`src/rtl/fetch_ifid_stage.sv`:
```
// Fetch stage and IF/ID pipeline register with a RUN/STALL/HALT sequencer.
// Define FETCH_STALL_COUNT_EN to build the saturating stall-cycle counter.
module fetch_ifid_stage #(
    parameter int unsigned          PC_W     = 16,
    parameter int unsigned          INSTR_W  = 16,
    parameter logic [PC_W-1:0]      RESET_PC = '0,
    parameter int unsigned          PC_INC   = 2
) (
    input  logic               clk,
    input  logic               rst,
    input  logic               pc_pause,
    input  logic               if_id_hold,
    input  logic               if_id_flush,
    input  logic               branch_taken,
    input  logic [PC_W-1:0]    branch_target,
    input  logic               halt_req,
    output logic [PC_W-1:0]    imem_addr,
    input  logic [INSTR_W-1:0] imem_data,
    output logic [INSTR_W-1:0] if_id_instr,
    output logic [PC_W-1:0]    if_id_pc,
    output logic [PC_W-1:0]    if_id_pc_plus,
    output logic               if_id_valid,
    output logic [1:0]         fetch_state,
    output logic [15:0]        stall_count
);

    typedef enum logic [1:0] {
        StRun   = 2'b00,
        StStall = 2'b01,
        StHalt  = 2'b10
    } fetch_state_e;

    fetch_state_e       state_q;
    logic [PC_W-1:0]    pc_q;
    logic [PC_W-1:0]    pc_plus;
    logic [INSTR_W-1:0] instr_q;
    logic [PC_W-1:0]    id_pc_q;
    logic [PC_W-1:0]    id_pc_plus_q;
    logic               valid_q;
    logic               halted;

    assign halted    = (state_q == StHalt);
    assign pc_plus   = pc_q + PC_W'(PC_INC);
    assign imem_addr = pc_q;

    // A redirect overrides both pause and halt; otherwise the PC freezes in HALT.
    always_ff @(posedge clk) begin
        if (rst) begin
            pc_q <= RESET_PC;
        end else if (branch_taken) begin
            pc_q <= branch_target;
        end else if (halted || pc_pause) begin
            pc_q <= pc_q;
        end else begin
            pc_q <= pc_plus;
        end
    end

    always_ff @(posedge clk) begin
        if (rst || branch_taken || if_id_flush) begin
            instr_q      <= '0;
            id_pc_q      <= '0;
            id_pc_plus_q <= '0;
            valid_q      <= 1'b0;
        end else if (if_id_hold) begin
            instr_q      <= instr_q;
            id_pc_q      <= id_pc_q;
            id_pc_plus_q <= id_pc_plus_q;
            valid_q      <= valid_q;
        end else if (halted) begin
            instr_q      <= '0;
            id_pc_q      <= '0;
            id_pc_plus_q <= '0;
            valid_q      <= 1'b0;
        end else begin
            instr_q      <= imem_data;
            id_pc_q      <= pc_q;
            id_pc_plus_q <= pc_plus;
            valid_q      <= 1'b1;
        end
    end

    // A halt being squashed by a redirect or flush must not freeze fetch.
    always_ff @(posedge clk) begin
        if (rst) begin
            state_q <= StRun;
        end else begin
            case (state_q)
                StRun, StStall: begin
                    if (halt_req && !branch_taken && !if_id_flush) begin
                        state_q <= StHalt;
                    end else if (pc_pause && !branch_taken) begin
                        state_q <= StStall;
                    end else begin
                        state_q <= StRun;
                    end
                end
                StHalt:  state_q <= StHalt;
                default: state_q <= StRun;
            endcase
        end
    end

`ifdef FETCH_STALL_COUNT_EN
    logic [15:0] stall_cnt_q;

    always_ff @(posedge clk) begin
        if (rst) begin
            stall_cnt_q <= '0;
        end else if (state_q == StStall && stall_cnt_q != 16'hFFFF) begin
            stall_cnt_q <= stall_cnt_q + 16'd1;
        end
    end

    assign stall_count = stall_cnt_q;
`else
    assign stall_count = 16'h0000;
`endif

    assign if_id_instr   = instr_q;
    assign if_id_pc      = id_pc_q;
    assign if_id_pc_plus = id_pc_plus_q;
    assign if_id_valid   = valid_q;
    assign fetch_state   = state_q;

endmodule

```
`config.mk`:
```
export PLATFORM = sky130hd
export DESIGN_NAME = fetch_ifid_stage
export DESIGN_NICKNAME = d
export VERILOG_FILES = /design/src/rtl/fetch_ifid_stage.sv
export SDC_FILE = /design/constraint.sdc
export NUM_CORES = 1
export LEC_CHECK = 0
export ABC_AREA = 1
export CORE_AREA = 2 2 87 89
export DETAILED_ROUTE_END_ITERATION = 8
export DIE_AREA = 0 0 89 91
export PLACE_DENSITY_LB_ADDON = 0.25
export SLEW_MARGIN = 15
export SYNTH_ARGS = -nofsm -noshare
export SYNTH_HDL_FRONTEND = slang
export SYNTH_SLANG_ARGS = --single-unit
```
`constraint.sdc`:
```
create_clock -name clk -period 1.4 [get_ports clk]
set_input_delay 0.21 -clock clk [delete_from_list [all_inputs] [get_ports clk]]
set_output_delay 0.21 -clock clk [all_outputs]
set_load 0.01 [all_outputs]
```
==> Flow_metrics.wiki <==
{| class="wikitable"
! Metric !! Value
|-
| Post-synthesis cell type count || 31
|-
| End of the critical path || imem_addr[1]
|-
| Syn avg cell area || approximately 7.5 um^2
|-
| Clock input transition at the sequential cells of the worst setup and hold paths || ~0.080 ns
|-
| Worst r2r src || imem_addr[1]
|-
| Setup crit start kind || flop
|-
| Worst Path Required || approximately 1.2 ns
|-
| Storage element area || 1340 um^2
|-
| Number of clock buffers inserted by TritonCTS || 9
|-
| Average wire per cell in the routed design || 13.2 um
|-
| Die height || roughly 91 um
|-
| H-tree Lvls || 3
|-
| Main area contributors after synthesis || dfxtp_1 (44%), nand2_1 (16%), a21oi_1 (8.5%), buf_4 (5.3%), nand3_1 (3.3%)
|-
| Dominant cell by count in the synthesized netlist || nand2_1
|-
| Fraction of final layout cells with drive strength greater than 1 || 0.165
|-
| Critical path origin || imem_addr[1]
|-
| Largest voltage drop on the vdd net || around 0.6 mV
|-
| Max-cap violations || 0
|-
| Number of antenna-violating nets in the routed design || 0
|-
| Hold WC Path Type || in -> reg
|-
| Routed wire length || between 8000 and 9000 um
|-
| Post-route worst setup slack || 0.0762 ns
|-
| Synth warnings || 0
|-
| Number of clock sinks || 66
|-
| Minimum setup slack after placement || -0.230 ns
|-
| Setup Viol. Count Final || 0
|-
| Setup fix buffers added after clock tree synthesis || 0
|-
| DRC viols || 0
|-
| Number of search-and-repair iterations in the first detailed-routing pass || 4
|-
| # IOs || roughly 120
|-
| Synth Flop Type || dfxtp_1
|-
| Net count of the finished layout || about 560
|-
| Placed Instances || between 600 and 700
|-
| Initial Utilization || 0.419
|-
| CTS tree || yes
|-
| Period utilisation layout || 0.946
|-
| Number of violations reported at the end of detailed-routing iteration 0 || approximately 170
|-
| CTS Root Cell || clkbuf_8
|-
| Via count of the first global-routing pass || between 2000 and 3000
|-
| Async set or reset register ratio after synthesis || 0
|-
| Worst-case register-to-register setup slack || between 0.1 and 0.15 ns
|-
| Kind of critical path || reg -> out
|-
| N_diodes || 0
|-
| Syn-to-layout area delta || 46.2%
|-
| Deepest clock path buffer count || 2
|-
| Number of max-slew violations in the final report || 0
|-
| Setup skew after layout || around 0.0079 ns
|-
| Max Clock Freq || between 0.7 and 0.8 GHz
|-
| Crit end category || primary output
|-
| Outcome || finished, final reports clean
|-
| Reg2reg end || if_id_pc_plus[10]
|-
| Buffers on Ports || between 100 and 150
|-
| Critical-path maximum fanout || 5
|-
| Die Width || between 80 and 90 um
|-
| Detailed-route vias per instance || 4.79
|-
| Cell taking the most area after synthesis || dfxtp_1
|-
| DPL Wire Length || between 6000 and 7000 um
|-
| Leading post-synthesis cells by instance count || nand2_1 (130), dfxtp_1 (66), a21oi_1 (51)
|-
| Global route total overflow || 0
|-
| Count of hold-fix buffers inserted at cts || 0
|-
| Global placement routability congestion || between 0.8 and 0.9
|-
| Row count || 31
|-
| Initial antenna violation count || 0
|-
| Leakage || 1.94 nW
|-
| First-pass GRT wire length || around 14000 um
|-
| Share of the synthesized area in the top cell type || 0.441
|-
| Multi-input logic area || 1410 um^2
|-
| Synthesized area || 2990 um^2
|-
| Number of synthesized register bits || 66
|-
| Maximum number of pins on one net before global-route repair || 35
|-
| Global Route Usage Sum || 0.212
|-
| Final critical-path required period || roughly 1.3 ns
|-
| Worst path arrival time || around 1.1 ns
|-
| Die Outline Area || 8100 um^2
|-
| Placeable core region || 7140 um^2
|-
| Post-synthesis sequential area ratio || 0.441
|-
| Cell Pwr Density || 955 nW/um^2
|-
| Count of final hold-check violations || 0
|-
| Worst-skew pair later-pin latency || between 0.3 and 0.4 ns
|-
| Final-layout fill cell count || 673
|-
| Number of enable flip-flop cells after synthesis || 0
|-
| Instance count of the mapped netlist || 400
|-
| Final instance count without filler cells || a little over 600
|-
| R2R cell count || 7
|-
| Total vias in the final route || 2972
|}
==> registers in the layout, summed over array words and instances, names as in the netlist <==
| signal | count |
|---|---|
| imem_addr | 16 |
| if_id_valid | 1 |
| if_id_pc | 16 |
| if_id_pc_plus | 15 |
| fetch_state | 2 |
| if_id_instr | 16 |
==> placed cells by master (no fill, tap or decap), drive strengths merged, types with 2 or more instances in the layout <==
cell type and count:
nand2 135, xor2 7, or2 2, nand4 4, nand3b 2, clkbuf 10
nand3 22, buf 23, inv 31, clkinv 3, conb 16, nor2 14
dfxtp 66, a21oi 62, dlygate4sd2 67, clkinvlp 2, o21ai 11, clkdlybuf4s50 37
==> layer usage <==
metal  GRT usage  part of all wire
met1       0.279              0.45
met2       0.336              0.48
met3      0.0436             0.055
met4      0.0858             0.019
met5           0                 0
==> report_power, final <==
group          switching (W)  internal [W]  leakage, nW
registers          0.0000556       0.00193        0.541
clock network       0.000766      0.000826       0.0925
logic               0.000317      0.000285         1.31
total                0.00114       0.00304         1.94
==> metrics by stage <==
| step | setup TNS (ns) | hold WS [ns] | cell area [um^2] | total power (W) | utilization |
|---|---|---|---|---|---|
| 5_1_grt | -0.00195 | 0.300 | 4380 | 0.00434 | 0.613 |
| 3_3_place_gp | -1.32 | 0.446 | 4220 | 0.00264 | 0.592 |
| 2_1_floorplan | 0 | 0.303 | 3050 | 0.00234 | - |
| 6_report | 0 | 0.281 | 4380 | 0.00418 | 0.613 |
| 4_1_cts | 0 | 0.277 | 4350 | 0.00419 | 0.610 |
| 3_5_place_dp | -1.97 | 0.452 | 4220 | 0.00265 | 0.592 |
==> repair_timing <==
item	CTS	global route
setup endpoints to repair	67	15
gates resized for setup	79	6
pin swaps	0	1
==> worst min path at each step <==
| stage | start | endpoint | slack (ns) | cells after the start |
|---|---|---|---|---|
| floorplan | halt_req | fetch_state[0] | 0.30 | 1 |
| global placement | if_id_pc[1] | if_id_pc[1] | 0.45 | 2 |
| CTS | if_id_hold | if_id_valid | 0.28 | 4 |
| global route | if_id_hold | if_id_valid | 0.30 | 4 |
| detailed placement | if_id_pc[1] | if_id_pc[1] | 0.45 | 2 |
| finish | if_id_hold | if_id_valid | 0.28 | 4 |
==> critical path: stages (launching register included) <==
cell	delay, ns
dfxtp_2	0.36
buf_4	0.15
dlygate4sd2_1	0.27
==> cell families (layout without fill, tap and decap cells) <==
group,count (synthesis),count (layout),share of synthesized area
DFF,66,66,0.441
AOI/OAI and AO/OA,78,78,0.151
and+or+nand+nor,179,179,0.264
adders and majority gates,1,1,0.00418
other,1,16,0.00125
xor gates and xnor gates,7,7,0.0230
buffers and inverters,68,174,0.116
==> area by class of cell <==
class                   count  share of cell area
clock buffers              10              0.0292
clock inverters             6              0.0154
inverters                  31              0.0266
multi-input cells         281               0.322
flip-flops and latches     66               0.307
well taps                  99              0.0283
repair buffers            127               0.272
(Power assumes the default switching activity.)
